==> src/rtl/sfifo_pkg.sv <==
// rtl/sfifo_pkg.sv - shared constants and types for the FIFO read-side streamer
package sfifo_pkg;

    localparam int FIFO_RD_LAT  = 1;
    localparam int RD_BUF_DEPTH = 2;

    typedef logic [1:0] occ_t;

endpackage

==> src/rtl/sfifo_rd_stream_if.sv <==
// rtl/sfifo_rd_stream_if.sv - FIFO read port plus valid/ready stream bundle
interface sfifo_rd_stream_if #(
    parameter int WIDTH = 8
);
    logic             fifo_rempty;
    logic [WIDTH-1:0] fifo_rdata;
    logic             fifo_rinc;
    logic             m_valid;
    logic             m_ready;
    logic [WIDTH-1:0] m_data;

    modport master (
        input  fifo_rempty, fifo_rdata, m_ready,
        output fifo_rinc, m_valid, m_data
    );

    modport slave (
        output fifo_rempty, fifo_rdata, m_ready,
        input  fifo_rinc, m_valid, m_data
    );
endinterface

==> src/rtl/sfifo_rd_skid.sv <==
// rtl/sfifo_rd_skid.sv - 2-entry prefetch buffer; pop shifts slot1 to head, capture fills first free slot
module sfifo_rd_skid
    import sfifo_pkg::*;
#(
    parameter int WIDTH = 8
) (
    input  logic             clk,
    input  logic             rst_n,
    input  logic             i_pop,
    input  logic             i_cap,
    input  logic [WIDTH-1:0] i_din,
    output occ_t             o_cnt,
    output logic [WIDTH-1:0] o_head
);

    occ_t             r_cnt;
    occ_t             w_cnt_pop;
    occ_t             w_cnt_nxt;
    logic [WIDTH-1:0] r_slot0;
    logic [WIDTH-1:0] r_slot1;
    logic [WIDTH-1:0] w_slot0_nxt;
    logic [WIDTH-1:0] w_slot1_nxt;

    // Shift first, then place the incoming word behind whatever survived the pop.
    always_comb begin
        w_slot0_nxt = r_slot0;
        w_slot1_nxt = r_slot1;
        w_cnt_pop   = r_cnt;
        if (i_pop) begin
            w_slot0_nxt = r_slot1;
            w_cnt_pop   = r_cnt - occ_t'(1);
        end
        w_cnt_nxt = w_cnt_pop;
        if (i_cap) begin
            if (w_cnt_pop == occ_t'(0)) begin
                w_slot0_nxt = i_din;
            end else begin
                w_slot1_nxt = i_din;
            end
            w_cnt_nxt = w_cnt_pop + occ_t'(1);
        end
    end

    always_ff @(posedge clk or negedge rst_n) begin
        if (!rst_n) begin
            r_cnt   <= '0;
            r_slot0 <= '0;
            r_slot1 <= '0;
        end else begin
            r_cnt   <= w_cnt_nxt;
            r_slot0 <= w_slot0_nxt;
            r_slot1 <= w_slot1_nxt;
        end
    end

    assign o_cnt  = r_cnt;
    assign o_head = r_slot0;

endmodule

==> src/rtl/sfifo_rd_stream.sv <==
// rtl/sfifo_rd_stream.sv - drains the sync FIFO read port into a valid/ready stream
// Optional delivered-word counter on rd_count when RD_STATS_EN is defined.
module sfifo_rd_stream
    import sfifo_pkg::*;
#(
    parameter int WIDTH     = 8,
    parameter int CNT_WIDTH = 16
) (
    input  logic                 clk,
    input  logic                 rst_n,
    sfifo_rd_stream_if.master    bus
`ifdef RD_STATS_EN
    ,
    output logic [CNT_WIDTH-1:0] rd_count
`endif
);

    logic                   w_pop;
    logic                   w_cap;
    occ_t                   w_cnt;
    logic [WIDTH-1:0]       w_head;
    logic [2:0]             w_credit;
    logic [FIFO_RD_LAT-1:0] r_inflight;

    assign w_cap       = r_inflight[FIFO_RD_LAT-1];
    assign bus.m_valid = (w_cnt != occ_t'(0));
    assign bus.m_data  = w_head;
    assign w_pop       = bus.m_valid & bus.m_ready;

    // Words held plus words still in the FIFO pipe, after this cycle's pop leaves.
    assign w_credit      = 3'(w_cnt) + 3'($countones(r_inflight)) - 3'(w_pop);
    assign bus.fifo_rinc = rst_n & ~bus.fifo_rempty & (w_credit < 3'(RD_BUF_DEPTH));

    always_ff @(posedge clk or negedge rst_n) begin
        if (!rst_n) begin
            r_inflight <= '0;
        end else begin
            r_inflight <= FIFO_RD_LAT'({r_inflight, bus.fifo_rinc});
        end
    end

    sfifo_rd_skid #(
        .WIDTH (WIDTH)
    ) u_skid (
        .clk    (clk),
        .rst_n  (rst_n),
        .i_pop  (w_pop),
        .i_cap  (w_cap),
        .i_din  (bus.fifo_rdata),
        .o_cnt  (w_cnt),
        .o_head (w_head)
    );

`ifdef RD_STATS_EN
    logic [CNT_WIDTH-1:0] r_rd_count;

    always_ff @(posedge clk or negedge rst_n) begin
        if (!rst_n) begin
            r_rd_count <= '0;
        end else if (w_pop) begin
            r_rd_count <= r_rd_count + CNT_WIDTH'(1);
        end
    end

    assign rd_count = r_rd_count;
`endif

endmodule

==> src/flat_wrapper.sv <==
// flat-port wrapper written by rule: the top's interface ports become plain ports
module sfifo_rd_stream_flat import sfifo_pkg::*;
#(
    parameter int WIDTH     = 8,
    parameter int CNT_WIDTH = 16
)
  (clk, rst_n, bus_fifo_rempty, bus_fifo_rdata, bus_m_ready, bus_fifo_rinc, bus_m_valid, bus_m_data);
  sfifo_rd_stream_if #(.WIDTH(WIDTH)) bus_i ();
  input  logic clk;
  input  logic rst_n;
  input wire logic [$bits(bus_i.fifo_rempty)-1:0] bus_fifo_rempty;
  input wire logic [$bits(bus_i.fifo_rdata)-1:0] bus_fifo_rdata;
  input wire logic [$bits(bus_i.m_ready)-1:0] bus_m_ready;
  output wire logic [$bits(bus_i.fifo_rinc)-1:0] bus_fifo_rinc;
  output wire logic [$bits(bus_i.m_valid)-1:0] bus_m_valid;
  output wire logic [$bits(bus_i.m_data)-1:0] bus_m_data;
  assign bus_i.fifo_rempty = bus_fifo_rempty;
  assign bus_i.fifo_rdata = bus_fifo_rdata;
  assign bus_i.m_ready = bus_m_ready;
  assign bus_fifo_rinc = bus_i.fifo_rinc;
  assign bus_m_valid = bus_i.m_valid;
  assign bus_m_data = bus_i.m_data;
  sfifo_rd_stream #(.WIDTH(WIDTH), .CNT_WIDTH(CNT_WIDTH)) u_core (.clk(clk), .rst_n(rst_n), .bus(bus_i));
endmodule
==> config.mk <==
export PLATFORM = sky130hd
export DESIGN_NAME = sfifo_rd_stream_flat
export DESIGN_NICKNAME = d
export VERILOG_FILES = /design/src/rtl/sfifo_pkg.sv /design/src/rtl/sfifo_rd_stream_if.sv /design/src/rtl/sfifo_rd_skid.sv /design/src/rtl/sfifo_rd_stream.sv /design/src/flat_wrapper.sv
export SDC_FILE = /design/constraint.sdc
export NUM_CORES = 1
export LEC_CHECK = 0
export ABC_AREA = 1
export BUFFER_PORTS_ARGS = -buffer_cell sky130_fd_sc_hd__buf_2
export CAP_MARGIN = 20
export CORE_ASPECT_RATIO = 0.7
export CORE_MARGIN = 1.5
export CORE_UTILIZATION = 50
export DETAILED_ROUTE_END_ITERATION = 16
export GPL_ROUTABILITY_DRIVEN = 0
export MAX_ROUTING_LAYER = met4
export PLACE_DENSITY_LB_ADDON = 0.05
export SETUP_SLACK_MARGIN = 0.4
export SYNTH_ARGS = -nofsm -noshare
export SYNTH_HDL_FRONTEND = slang
export SYNTH_HIERARCHICAL = 1
export SYNTH_SLANG_ARGS = --single-unit
==> constraint.sdc <==
create_clock -name clk -period 2.5 [get_ports clk]
set_input_delay 0.125 -clock clk [delete_from_list [all_inputs] [get_ports clk]]
set_output_delay 0.125 -clock clk [all_outputs]
set_load 0.005 [all_outputs]
; Word level (Yosys, flattened, before mapping)
; Index checks and enable logic that the tools add are counted.
; Widths: inputs -> output; s select.
[op_classes]
order_cmp = 1
bitwise = 5
add_sub_neg = 4
muxes = 5
n_reduce_logical = 3
[op_table]
columns = op, count
row1 = $mux 8, 3
row2 = $mux 2, 2
row3 = $add 2x1->3, 1
row4 = $and 1x1->1, 3
row5 = $lt 3x2->1 const B, 1
row6 = $sub 3x1->3, 1
row7 = $add 2x1->2 const B, 1
row8 = $logic_not 2->1, 1
row9 = $not 1->1, 2
row10 = $reduce_and 2->1, 1
row11 = $reduce_bool 2->1, 1
row12 = $sub 2x1->2 const B, 1
[word_totals]
ff_bits = 19
in_bits = 12
out_inout_bits = 10

; Longest topological paths before layout
; Gate-level depths: netlist of run 1.
[depth]
word_depth = 6
depth_mapped = 11

; Hierarchy
; The synthesis of run 1 kept the hierarchy.
[modules_own_cells]
columns = mod, area_per_inst_um2, seq_area_each_um2, instances, cells_each
row1 = sfifo_rd_skid, 854.6, 450.4, 1, 100
row2 = sfifo_rd_stream, 118.9, 25.0, 1, 16

; Worst setup path before layout of run 1
; OpenSTA, ideal clock, no wires.
[synth_path]
kind = register -> output
startpoint = register u_core.u_skid.r_cnt[1] (netlist: u_core/u_skid/o_cnt[1])
endpoint = output bus_fifo_rinc
slack_ps = 541
stages_incl_launch_ff = 7
arrival_ps = 1834
required_ps = 2375
cell_sequence = dfrtp_1 o21a_1 ha_1 or2_1 fa_1 nand3_1 nor2_2
[synth_via]
elab_chain_cells = 5
elab_cells_between_ends = 6
cone_classes = add/sub: 2 / order compare: 1 / bitwise: 2 / reduce/logical: 1
[synth_lines]
columns = element, line_no
row1 = start: declaration, sfifo_rd_skid.sv:16  ; occ_t r_cnt;
row2 = start signal: assignment, sfifo_rd_skid.sv:50  ; r_cnt <= w_cnt_nxt;
row3 = $reduce_bool 2->1, sfifo_rd_stream.sv:26  ; assign bus.m_valid = (w_cnt != occ_t'(0));
row4 = $and 1x1->1, sfifo_rd_stream.sv:28  ; assign w_pop = bus.m_valid & bus.m_ready;
row5 = via u_core.w_pop, sfifo_rd_stream.sv:18  ; logic w_pop;
row6 = $sub 3x1->3, sfifo_rd_stream.sv:31  ; assign w_credit = 3'(w_cnt) + 3'($countones(r_inflight)) - 3'(w_pop);
row7 = $lt 3x2->1, sfifo_rd_stream.sv:32  ; assign bus.fifo_rinc = rst_n & ~bus.fifo_rempty & (w_credit < 3'(RD_BUF_DEPTH));
row8 = $and 1x1->1, sfifo_rd_stream.sv:32
row9 = end: declaration, flat_wrapper.sv:14  ; output wire logic [$bits(bus_i.fifo_rinc)-1:0] bus_fifo_rinc;
; The timed path passes the listed nets, and every way through them passes these cells.

; Worst setup path after layout of run 1
; Ends and elaborated chain as after synthesis.

==> flow_summary.ini, run 1 <==
[timing]
slew_violations = 0
clock_skew_ns = 0.00641
max_freq_ghz = 0.432
worst_pin_slew_ns = 0.866
grt_setup_unrepaired = true
finalCritPeriodShare_pct = 92.5
fin_crit_ns = 2.31
setup_tns_ns = 0
setup_viol = 0
relSlewSlack_pct = 42.1
hold_viol = 0

[synthesis]
yosysTopAreaCell = dfrtp_1
synth.top_cells.by_area = dfrtp_1, nand2_1, nand3_1
synth_cells = 116
synth-adder-area-share_pct = 4.63
yosysWarnings = 6
synth_seq_area_share_pct = 48.8
synth_area_um2 = 973
synth_top_family_by_area = simple AND/OR/NAND/NOR gates
syn_area_per_cell_um2 = 8.39
ys_ff_latch = 19
synthMuxAreaShare_pct = 0
yosys.area_share.simple_pct = 28.4
synthesis.nets = 131
synth_top_area_share_pct = 48.8
synth_compound_area_share_pct = 9.00
synth_cell_type_count = 18
post_synth_xor_area_fraction_pct = 0

[drt]
num_vias = 852
finalWirelength_mm = 2.05
drt_pass1_iterations = 4
avgRoutedWirePerCell_um = 12.4
drt_first_iter_violations = 14
drc = 0
avgViaCountPerCell = 5.16
ant_nets = 0

[final_layout]
final_nets = 159
antenna_cells = 0
fin_util_pct = 62.2
finalInstanceArea_mm2 = 0.00114
synthToLayoutAreaGrowth_pct = 17.4
final_layout_size_suffix_gt1_share_pct = 27.3

[worst_setup_path]
cp.buffers_inverters = 1
crit_arrival_ns = 2.19
path_cells = o21a_1, ha_1, or2_1, fa_1, nand3_1, nor2_2, buf_2
cpLargestDelayFamily = adder cells
timing_worst_setup_path_type = reg2out
crit_slowest_cell = fa_1
critPathLaunchType = flop
worstPathMaxFanout = 2
critPathRequiredTime_ns = 2.38
cp-end-kind = primary output
cpPeakStageDelay_ns = 0.49

[floorplanning]
rows = 13
start_util_pct = 53.0
die_h_um = 39.9
core_area_mm2 = 0.00184
die_area_mm2 = 0.00222
die_w_um = 55.7
num_io_pins = 22

[global_routing]
gr-total-overflow = 0
grt_pass1_vias = 698
antenna_found_initial = 0
grt_max_degree = 20
groute.usage.overall_pct = 20.8
grt_pass1_wl_mm = 3.26

[clock_network]
htree_num_levels = 1
cts.sinks = 19
clockBufferDepth = 2
cts_buffers = 3
root_buffer = clkbuf_4
clkSlewWorstSetupHoldPaths_ns = 0.10
clk_latency_ns = 0.30
cts_tree = done

[placement]
io_buffers = 21
hpwl_mm = 1.40
place_area_mm2 = 0.00108

[power]
powerDensity_mw_per_mm2 = 1230
p_total_mw = 1.40
power_leakage_nw = 0.616
ir_drop_v = 0.000725

[outcome]
status = finished, final reports clean

[run]
maxCapViolCount = 0

[hold_path]
hp-class = in2reg
==> power by group <==
| group | total [mW] | switching (mW) | internal (mW) |
|---|---|---|---|
| sequential | 0.523 | 0.0691 | 0.453 |
| clock | 0.154 | 0.0919 | 0.0622 |
| combinational | 0.727 | 0.433 | 0.294 |
==> final timing paths <==
kind | from | to | slack [ns] | cells after the start
max reg2reg | u_core/u_skid/o_cnt[1]$_DFF_PN0_ | u_core/u_skid/r_slot1[0]$_DFFE_PN0P_ | 0.54 | 11
max in group asynchronous | rst_n | u_core/u_skid/o_cnt[1]$_DFF_PN0_ | 1.44 | 2
min | bus_fifo_rempty | u_core/r_inflight$_DFF_PN0_ | 0.07 | 4
max | u_core/u_skid/o_cnt[1]$_DFF_PN0_ | bus_fifo_rinc | 0.19 | 7
min in group asynchronous | rst_n | u_core/u_skid/o_head[7]$_DFF_PN0_ | 0.48 | 2
min reg2reg | u_core/u_skid/r_slot1[2]$_DFFE_PN0P_ | u_core/u_skid/r_slot1[2]$_DFFE_PN0P_ | 0.48 | 2
==> layout make-up <==
class                           instances  area [um^2]
Tap cell                               22         27.5
Clock buffer                            4         26.3
Timing Repair Buffer                   27          153
Fill cell                             181          696
Sequential cell                        19          477
Inverter                               12         47.5
Multi-Input combinational cell         81          412
==> registers in the layout (all words and copies together) (netlist names) <==
name                   cells
u_core/r_inflight          1
u_core/u_skid/o_cnt        2
u_core/u_skid/o_head       8
u_core/u_skid/r_slot1      8
==> worst min-delay path, delay by kind of cell <==
kind | cells | cell delay [ns]
buffers and inverters | 2 | 0.11
AND/OR/NAND/NOR | 2 | 0.11
==> cells in the final DEF (no fill, tap or decap), drive strengths merged, types with 2 or more instances in the layout <==
| master | n |
|---|---|
| nand2 | 34 |
| inv | 12 |
| clkbuf | 4 |
| dfrtp | 19 |
| nor2 | 8 |
| nand3 | 18 |
| o21ai | 16 |
| buf | 26 |
| ha | 2 |
==> per-layer routing <==
layer  wire length [um]  vias to the layer above  track usage, %
li1                   -                      430               -
met1                992                      394            25.3
met2                917                       24            33.3
met3                109                        4            6.60
met4                 25                        0            7.32
met5                  0                        -               -
==> synth_stat cells <==
| library cell | n |
|---|---|
| nand3_1 | 18 |
| or2_1 | 1 |
| o21ai_1 | 10 |
| inv_4 | 1 |
| o21a_1 | 1 |
| inv_2 | 2 |
| nor2_2 | 1 |
| nand2_4 | 2 |
| ha_1 | 2 |
| nor2_1 | 7 |
| dfrtp_1 | 19 |
| nand2_1 | 30 |
| nand2_2 | 2 |
| fa_1 | 1 |
| inv_1 | 9 |
| o21ai_0 | 6 |
| buf_4 | 1 |
| buf_6 | 3 |
==> repair_timing <==
item	4_1_cts	5_1_grt
hold buffers	1	0
endpoints found under the setup margin	16	16
buffers inserted	2	1
pin swaps	2	0
resized for setup	1	1
endpoints found under the hold margin	19	0
==> cell families after synthesis <==
group                    Yosys count
flip-flops                        19
buffers and inverters             16
AND/OR/NAND/NOR                   61
AO/OA/AOI/OAI                     17
adder cells (fa/ha/maj)            3
==> stage by stage <==
stage          setup WS, ns  hold WS, ns  std cells
3_3_place_gp          0.424       0.0956        157
3_5_place_dp          0.357       0.0963        157
2_1_floorplan         0.541       -0.171        116
6_report              0.188       0.0651        165
4_1_cts               0.169       0.0569        164
5_1_grt              0.0496       0.0517        165
Power figures use the tool's default switching activity.
==> run 2, diff against run 1 <==
CTS_BUF_LIST = sky130_fd_sc_hd__clkbuf_4   (was not set)
SLEW_MARGIN = 20   (was not set)
==> run 2 against run 1 <==
Core utilization is 0.20 points higher; count of clock-buffer cells in the layout is the same; register-to-register slack about the same; clock skew down 0.0013 ns; largest cell class unchanged.
==> flow_summary.ini, run 2 (synthesis gave the netlist of run 1 again) <==
[global_routing]
grt_pass1_vias = 698
groute.usage.overall_pct = 20.8
gr-total-overflow = 0
grt_pass1_wl_mm = 3.26
grt_max_degree = 20
antenna_found_initial = 0

[floorplanning]
core_area_mm2 = 0.00184
start_util_pct = 53.0
die_area_mm2 = 0.00222
die_w_um = 55.7
rows = 13
die_h_um = 39.9
num_io_pins = 22

[final_layout]
mostFrequentLayoutCell = nand2_1
fillCellCount = 180
fin_util_pct = 62.4
final_nets = 159
antenna_cells = 0
mostFrequentLayoutCells = nand2_1, buf_2, nand3_1, dfrtp_1, o21ai_1
final_layout_size_suffix_gt1_share_pct = 28.0
synthToLayoutAreaGrowth_pct = 17.7

[drt]
drc = 0
avgViaCountPerCell = 5.13
drt_first_iter_violations = 13
ant_nets = 0
drt_pass1_iterations = 4
num_vias = 847
avgRoutedWirePerCell_um = 12.4
finalWirelength_mm = 2.05

[clock_network]
clockBufferDepth = 2
htree_num_levels = 1
cts_buffers = 3
cts_tree = done
clkSlewWorstSetupHoldPaths_ns = 0.10
cts.sinks = 19
root_buffer = clkbuf_4
clk_latency_ns = 0.30

[power]
powerDensity_mw_per_mm2 = 1230
power_leakage_nw = 0.620
ir_drop_v = 0.000723

[timing]
max_freq_ghz = 0.433
finalCritPeriodShare_pct = 92.4
slew_violations = 0
setup_tns_ns = 0
clock_skew_ns = 0.00513
worst_pin_slew_ns = 0.867
fin_crit_ns = 2.31
grt_setup_unrepaired = true
setup_viol = 0
hold_viol = 0
relSlewSlack_pct = 42.0

[worst_setup_path]
crit_arrival_ns = 2.19
critPathRequiredTime_ns = 2.38
cp-end-kind = primary output
critPathLaunchType = flop
timing_worst_setup_path_type = reg2out
worstPathMaxFanout = 2

[placement]
hpwl_mm = 1.40
io_buffers = 21

[outcome]
status = finished, final reports clean

[hold_path]
hp-class = in2reg

[run]
maxCapViolCount = 0
[run 2: worst paths after layout]
check | from | end | slack (ns) | cells past startpoint
setup / recovery | u_core/u_skid/o_cnt[1]$_DFF_PN0_ | bus_fifo_rinc | 0.19 | 7
hold / removal | bus_fifo_rempty | u_core/r_inflight$_DFF_PN0_ | 0.06 | 4
setup reg to reg | u_core/u_skid/o_cnt[1]$_DFF_PN0_ | u_core/u_skid/r_slot1[0]$_DFFE_PN0P_ | 0.54 | 11
hold reg to reg | u_core/u_skid/r_slot1[2]$_DFFE_PN0P_ | u_core/u_skid/r_slot1[2]$_DFFE_PN0P_ | 0.48 | 2
max in group asynchronous | rst_n | u_core/u_skid/o_cnt[1]$_DFF_PN0_ | 1.44 | 2
min in group asynchronous | rst_n | u_core/u_skid/o_head[7]$_DFF_PN0_ | 0.48 | 2
[run 2: report_power, final]
part,switching (mW),total [mW],internal (mW)
registers,0.0694,0.523,0.453
clock network,0.0926,0.166,0.0731
logic,0.433,0.727,0.294
total,0.595,1.42,0.820
[run 2: routing by layer]
metal / track usage (%) / up-vias / part of all wire [%]
met4: 7.32 / 0 / 1.2
met5: - / - / 0
li1: - / 427 / -
met1: 25.3 / 394 / 49
met3: 6.60 / 4 / 5.1
met2: 33.3 / 22 / 45
[run 2: critical path, cell delays in order, from the launching register on]
cell and delay, ns:
dfrtp_2 0.42, o21a_1 0.19, ha_1 0.28, or2_1 0.22
fa_1 0.49, nand3_1 0.08, nor2_2 0.09, buf_2 0.11
[run 2: cell type report]
type,count,area [um^2],share of cell area (%)
inverter,12,47.5,4.15
timing repair buffer,27,153,13.3
sequential,19,477,41.6
clock buffer,4,30.0,2.62
tap,22,27.5,2.40
multi-input combinational,81,412,35.9
[run 2: what timing repair did]
action | CTS | global route
pin swaps | 2 | 0
buffers inserted | 2 | 1
endpoints found under the setup margin | 16 | 16
endpoints found under the hold margin | 19 | 0
hold buffers | 1 | 0
gates resized for setup | 1 | 1
[run 2: metrics by stage]
step / area [um^2] / power [mW] / setup WS (ns) / instances / hold slack [ns]
2_1_floorplan: 973 / 1.03 / 0.541 / 116 / -0.171
3_3_place_gp: 1080 / 1.18 / 0.424 / 157 / 0.0956
3_5_place_dp: 1080 / 1.21 / 0.357 / 157 / 0.0963
4_1_cts: 1140 / 1.41 / 0.169 / 164 / 0.0565
5_1_grt: 1150 / 1.55 / 0.0496 / 165 / 0.0518
6_report: 1150 / 1.42 / 0.189 / 165 / 0.0635
